--- config.mk ---
export PLATFORM = sky130hd
export DESIGN_NAME = clk_div_meter
export DESIGN_NICKNAME = d
export VERILOG_FILES = /design/src/rtl/clk_div_meter.sv
export SDC_FILE = /design/constraint.sdc
export NUM_CORES = 1
export LEC_CHECK = 0
export CAP_MARGIN = 20
export CORE_AREA = 2 2 78 80
export DETAILED_ROUTE_END_ITERATION = 6
export DIE_AREA = 0 0 80 82
export HOLD_SLACK_MARGIN = 0.05
export PLACE_DENSITY = 0.76
export SYNTH_ARGS = -nofsm -noshare
export SYNTH_HDL_FRONTEND = slang
export SYNTH_SLANG_ARGS = --single-unit
--- constraint.sdc ---
create_clock -name clk -period 2.3 [get_ports clk]
set_input_delay 0.46 -clock clk [delete_from_list [all_inputs] [get_ports clk]]
set_output_delay 0.46 -clock clk [all_outputs]
set_load 0.01 [all_outputs]
--- src/rtl/clk_div_meter.sv ---
// clk_div_meter: measures the period and high time of a slow periodic signal
// in system-clock cycles, and flags a missing rising edge with a timeout pulse.
// sig_in is asynchronous and is resynchronized before any use.
module clk_div_meter #(
  parameter int CNT_W       = 16,
  parameter int SYNC_STAGES = 2,
  parameter int TIMEOUT     = 65535
) (
  input  logic             clk,
  input  logic             rst_n,
  input  logic             en,
  input  logic             sig_in,
  output logic [CNT_W-1:0] period_o,
  output logic [CNT_W-1:0] high_o,
  output logic             valid_o,
  output logic             timeout_o,
  output logic             stuck_o,
  output logic             busy_o
);

  localparam logic [CNT_W-1:0] TIMEOUT_CNT = CNT_W'(TIMEOUT);
  localparam logic [CNT_W-1:0] ONE_CNT     = CNT_W'(1);

  typedef enum logic {
    IDLE = 1'b0,
    MEAS = 1'b1
  } state_t;

  state_t                 state;
  logic [SYNC_STAGES-1:0] sync_q;
  logic                   s;
  logic                   s_d;
  logic                   rise;
  logic [CNT_W-1:0]       period_cnt;
  logic [CNT_W-1:0]       high_cnt;

  // Resynchronize sig_in and keep a one-cycle-old copy for edge detection
  always_ff @(posedge clk or negedge rst_n) begin
    if (!rst_n) begin
      sync_q <= '0;
      s_d    <= 1'b0;
    end else begin
      sync_q <= {sync_q[SYNC_STAGES-2:0], sig_in};
      s_d    <= s;
    end
  end

  assign s    = sync_q[SYNC_STAGES-1];
  assign rise = s & ~s_d;

  // Measurement FSM: first rise arms, each later rise reports the finished period
  always_ff @(posedge clk or negedge rst_n) begin
    if (!rst_n) begin
      state      <= IDLE;
      period_cnt <= '0;
      high_cnt   <= '0;
      period_o   <= '0;
      high_o     <= '0;
      valid_o    <= 1'b0;
      timeout_o  <= 1'b0;
      stuck_o    <= 1'b0;
      busy_o     <= 1'b0;
    end else begin
      valid_o   <= 1'b0;
      timeout_o <= 1'b0;
      if (!en) begin
        state      <= IDLE;
        period_cnt <= '0;
        high_cnt   <= '0;
        busy_o     <= 1'b0;
      end else begin
        case (state)
          IDLE: begin
            if (rise) begin
              state      <= MEAS;
              period_cnt <= ONE_CNT;
              high_cnt   <= ONE_CNT;
              busy_o     <= 1'b1;
            end else begin
              period_cnt <= '0;
              high_cnt   <= '0;
              busy_o     <= 1'b0;
            end
          end
          MEAS: begin
            if (rise) begin
              period_o   <= period_cnt;
              high_o     <= high_cnt;
              valid_o    <= 1'b1;
              period_cnt <= ONE_CNT;
              high_cnt   <= ONE_CNT;
              busy_o     <= 1'b1;
            end else if (period_cnt == TIMEOUT_CNT) begin
              timeout_o  <= 1'b1;
              stuck_o    <= s;
              period_cnt <= '0;
              high_cnt   <= '0;
              state      <= IDLE;
              busy_o     <= 1'b0;
            end else begin
              period_cnt <= period_cnt + ONE_CNT;
              high_cnt   <= high_cnt + CNT_W'(s);
              busy_o     <= 1'b1;
            end
          end
          default: begin
            state      <= IDLE;
            period_cnt <= '0;
            high_cnt   <= '0;
            busy_o     <= 1'b0;
          end
        endcase
      end
    end
  end

endmodule

==> reports/summary.log <==
INFO  cts            postCtsSetupBuffers=0
INFO  floorplanning  floorplan.rows=28
INFO  sta            fin_tns_setup=0ns
INFO  yosys          post_synthesis_cell_area=0.002975mm2
INFO  yosys          post_synth_most_frequent_cells=sky130_fd_sc_hd__dfrtp_1, sky130_fd_sc_hd__nor2_1, sky130_fd_sc_hd__mux2_2, sky130_fd_sc_hd__xnor2_1, sky130_fd_sc_hd__nand2_1
INFO  final_layout   regArea=0.001777mm2
INFO  placed_design  place_congestion=0.8073
INFO  sta            hold_viol_final=0
INFO  drt            drcViolationCount=0
INFO  yosys          yosysWarnings=0
INFO  power_and_ir_drop power_density=606.1mW/mm2
INFO  floorplanning  start_util=51.79%
INFO  global_route   grt_max_degree=37
INFO  drt            detailroute.via_count=1930
INFO  cts            cts-root-buf=sky130_fd_sc_hd__clkbuf_8
INFO  yosys          synthMostInstantiatedCell=sky130_fd_sc_hd__dfrtp_1
INFO  yosys          yosys_register_bits=71
INFO  global_route   antenna_found_initial=0
INFO  power_and_ir_drop finalPower=2.198mW
INFO  yosys          synth_cell_types=29
INFO  final_layout   multi_input_comb_area=0.001132mm2
INFO  min_path       timing.hold.worst.class=in -> async
INFO  cts            max-clock-path-buffers=2
INFO  cts            clkSinkCount=71
INFO  placed_design  place.detailed.hpwl=3.553mm
INFO  yosys          yosys_most_used_dff=sky130_fd_sc_hd__dfrtp_1
INFO  drt            ant_nets=0
INFO  critical_path  crit_arrival=2.20ns
INFO  final_layout   num_antenna_cells=0
INFO  yosys          postSynthNetCount=249
INFO  placed_design  detailed_place.area=0.003470mm2
INFO  drt            drtPass1Iterations=4
INFO  sta            fmaxAchievable=503.3MHz
INFO  yosys          synthCells=242
INFO  sta            worst_slew_pin_slew=0.4870ns
INFO  placed_design  port_buffers=39
INFO  sta            slew_headroom=67.53%
INFO  run_status     run_status=finished, final reports clean
INFO  drt            drt-initial-drc-count=123
INFO  final_layout   fraction_of_layout_cells_with_a_size_suffix_above_1=17.29%
INFO  cts            tritoncts.num_buffers=9
INFO  floorplanning  num_io_pins=40
INFO  drt            totalWireLength=5.232mm
INFO  floorplanning  die_area=0.006560mm2
INFO  floorplanning  placeableCoreArea=0.005746mm2
INFO  critical_path  worstSetupPathType=reg -> reg
INFO  sta            maxSlewViolCount=0
INFO  global_route   grt_first_pass_wirelength=8.914mm
INFO  yosys          synth_area_per_cell=12.29um2
INFO  global_route   grt_pass1_vias=1859
INFO  yosys          sequential_element_share_of_the_synthesized_area=59.71%
INFO  yosys          ys_async_sr_fraction=100.0%
INFO  sta            unrepaired_setup_endpoints_after_global_routing=false
INFO  sta            timing.clock.skew=0.007155ns
INFO  cts            clock_insertion_delay_worst_skew=0.34ns
INFO  global_route   grt-ovfl-total=0
INFO  sta            final.period_utilization=86.38%
INFO  critical_path  endpoint_kind=register
INFO  run            cap_violations=0
INFO  critical_path  crit_start_category=register
INFO  cts            cts.repair.resized=0
INFO  power_and_ir_drop total_leakage_power=1.592nW
INFO  yosys          synth.largest_area_cell=sky130_fd_sc_hd__dfrtp_1
INFO  cts            htree_num_levels=3
INFO  power_and_ir_drop power.ir.vdd_worst=0.0004006V
INFO  final_layout   syn_to_final_growth=21.91%
INFO  floorplanning  die_x=80um
INFO  cts            clk_transition_reported_paths=0.07ns
INFO  sta            layout_min_cycle_time=1.987ns
INFO  cts            cts_tree=yes
INFO  global_route   track_usage=18.14%
INFO  cts            postCtsHoldBufs=0
INFO  yosys          yosys.area.top_type_share=59.71%
INFO  yosys          synth_edf_count=0
INFO  critical_path  critical_path_required=2.51ns
INFO  drt            avgViaCountPerCell=5.216
INFO  final_layout   n_fill_cell=476
INFO  yosys          synth_area_leaders=sky130_fd_sc_hd__dfrtp_1, sky130_fd_sc_hd__mux2_2, sky130_fd_sc_hd__xnor2_1
INFO  sta            setup-violations-final=0
INFO  drt            wl_per_cell=14.14um
INFO  final_layout   final_cell_area=0.003627mm2
INFO  floorplanning  fp.dieH=82um
INFO  final_layout   fin_nets=298
INFO  critical_path  critical_path.max_fanout=28
[routing by layer]
layer / wire length, um / global-route usage [%] / vias to the layer above
met1: 2517 / 25.51 / 942
met5: 0 / 0 / -
met2: 2376 / 26.75 / 48
met4: 124 / 10.17 / 0
li1: - / - / 929
met3: 214 / 3.297 / 11
[report_power, final]
part | leakage (nW) | internal [mW] | switching [mW] | total [mW]
logic | 0.530 | 0.0392 | 0.0538 | 0.0930
clock network | 0.0805 | 0.415 | 0.417 | 0.832
registers | 0.981 | 1.26 | 0.0104 | 1.27
[cell type report]
type                    instances  share of cell area, %
well taps                      75                  2.587
inverters                       5                 0.5174
clock inverters                 1                 0.1380
flip-flops and latches         71                  48.98
repair buffers                 44                  12.35
multi-input cells             160                  31.22
clock buffers                  14                  4.208
[critical path: stages (launching register included)]
cell	delay (ns)
sky130_fd_sc_hd__dfrtp_1	0.42
sky130_fd_sc_hd__ha_1	0.26
sky130_fd_sc_hd__nand3_1	0.23
sky130_fd_sc_hd__nor4_4	0.41
sky130_fd_sc_hd__or2_1	0.16
sky130_fd_sc_hd__buf_4	0.30
sky130_fd_sc_hd__nor2_1	0.09
[stage by stage]
stage          hold slack (ns)  instances  worst slack (ns)  utilization, %
2_1_floorplan           0.1644        242            0.5669               -
3_3_place_gp            0.3328        355            0.2667           60.39
3_5_place_dp            0.3464        355            0.2021           60.39
4_1_cts                0.07945        370            0.2973           63.13
5_1_grt                 0.1103        370            0.1278           63.13
6_report               0.08006        370            0.3133           63.13
[state kept, by name (all words and copies together), names as in the netlist]
register and cells:
high_o 16, period_o 16, s_d 1, timeout_o 1
valid_o 1, high_cnt 16, period_cnt 16, sync_q 2
state 1, stuck_o 1
[cell usage in the layout, fill, tap and decap left out]
| cell | synthesis | final |
|---|---|---|
| sky130_fd_sc_hd__xor2_1 | 10 | 10 |
| sky130_fd_sc_hd__or2_2 | 1 | 1 |
| sky130_fd_sc_hd__or2_1 | 1 | 1 |
| sky130_fd_sc_hd__or2_0 | 1 | 1 |
| sky130_fd_sc_hd__clkinv_2 | 0 | 1 |
| sky130_fd_sc_hd__clkbuf_1 | 1 | 4 |
| sky130_fd_sc_hd__a21oi_1 | 1 | 1 |
| sky130_fd_sc_hd__o21ai_0 | 5 | 5 |
| sky130_fd_sc_hd__buf_12 | 0 | 2 |
| sky130_fd_sc_hd__buf_2 | 2 | 1 |
| sky130_fd_sc_hd__xnor2_1 | 18 | 18 |
| sky130_fd_sc_hd__nor4_1 | 6 | 6 |
| sky130_fd_sc_hd__and2b_1 | 1 | 1 |
| sky130_fd_sc_hd__mux2_2 | 30 | 30 |
| sky130_fd_sc_hd__nand2_1 | 15 | 15 |
| sky130_fd_sc_hd__and3_1 | 2 | 2 |
| sky130_fd_sc_hd__ha_1 | 3 | 3 |
| sky130_fd_sc_hd__nor2_1 | 32 | 32 |
| sky130_fd_sc_hd__nand4_1 | 9 | 9 |
| sky130_fd_sc_hd__nor4_4 | 1 | 1 |
| sky130_fd_sc_hd__nor3_1 | 7 | 7 |
| sky130_fd_sc_hd__buf_4 | 0 | 3 |
| sky130_fd_sc_hd__and4_2 | 1 | 1 |
| sky130_fd_sc_hd__nand4_4 | 1 | 1 |
| sky130_fd_sc_hd__o31ai_1 | 2 | 2 |
| sky130_fd_sc_hd__clkbuf_8 | 0 | 10 |
| sky130_fd_sc_hd__nor2b_1 | 1 | 1 |
| sky130_fd_sc_hd__nand3_1 | 10 | 10 |
| sky130_fd_sc_hd__and2_1 | 1 | 1 |
| sky130_fd_sc_hd__or4_1 | 1 | 1 |
| sky130_fd_sc_hd__clkdlybuf4s50_1 | 0 | 38 |
| sky130_fd_sc_hd__dfrtp_1 | 71 | 71 |
| sky130_fd_sc_hd__inv_1 | 5 | 5 |
[kinds of logic (layout without fill, tap and decap cells)]
kind of cell,count (synthesis),count (layout),synth area share (%)
XOR/XNOR,28,28,8.242
adder cells (fa/ha/maj),3,3,1.262
AND/OR/NAND/NOR,91,91,15.69
multiplexers,30,30,11.35
flip-flops,71,71,59.71
buffers and inverters,11,64,2.229
AO/OA/AOI/OAI,8,8,1.513
[worst paths after layout]
kind                                     from             to  slack, ns  cells after the start
worst max register to register  period_cnt[1]  period_cnt[5]       0.31                      6
max in group asynchronous               rst_n      sync_q[1]       1.53                      2
worst min-delay path                    rst_n    period_o[3]       0.08                      1
min in group clk                    sync_q[0]      sync_q[1]       0.36                      0
worst min register to register      sync_q[0]      sync_q[1]       0.36                      0
worst max-delay path            period_cnt[1]  period_cnt[5]       0.31                      6
(Power assumes the default switching activity.)
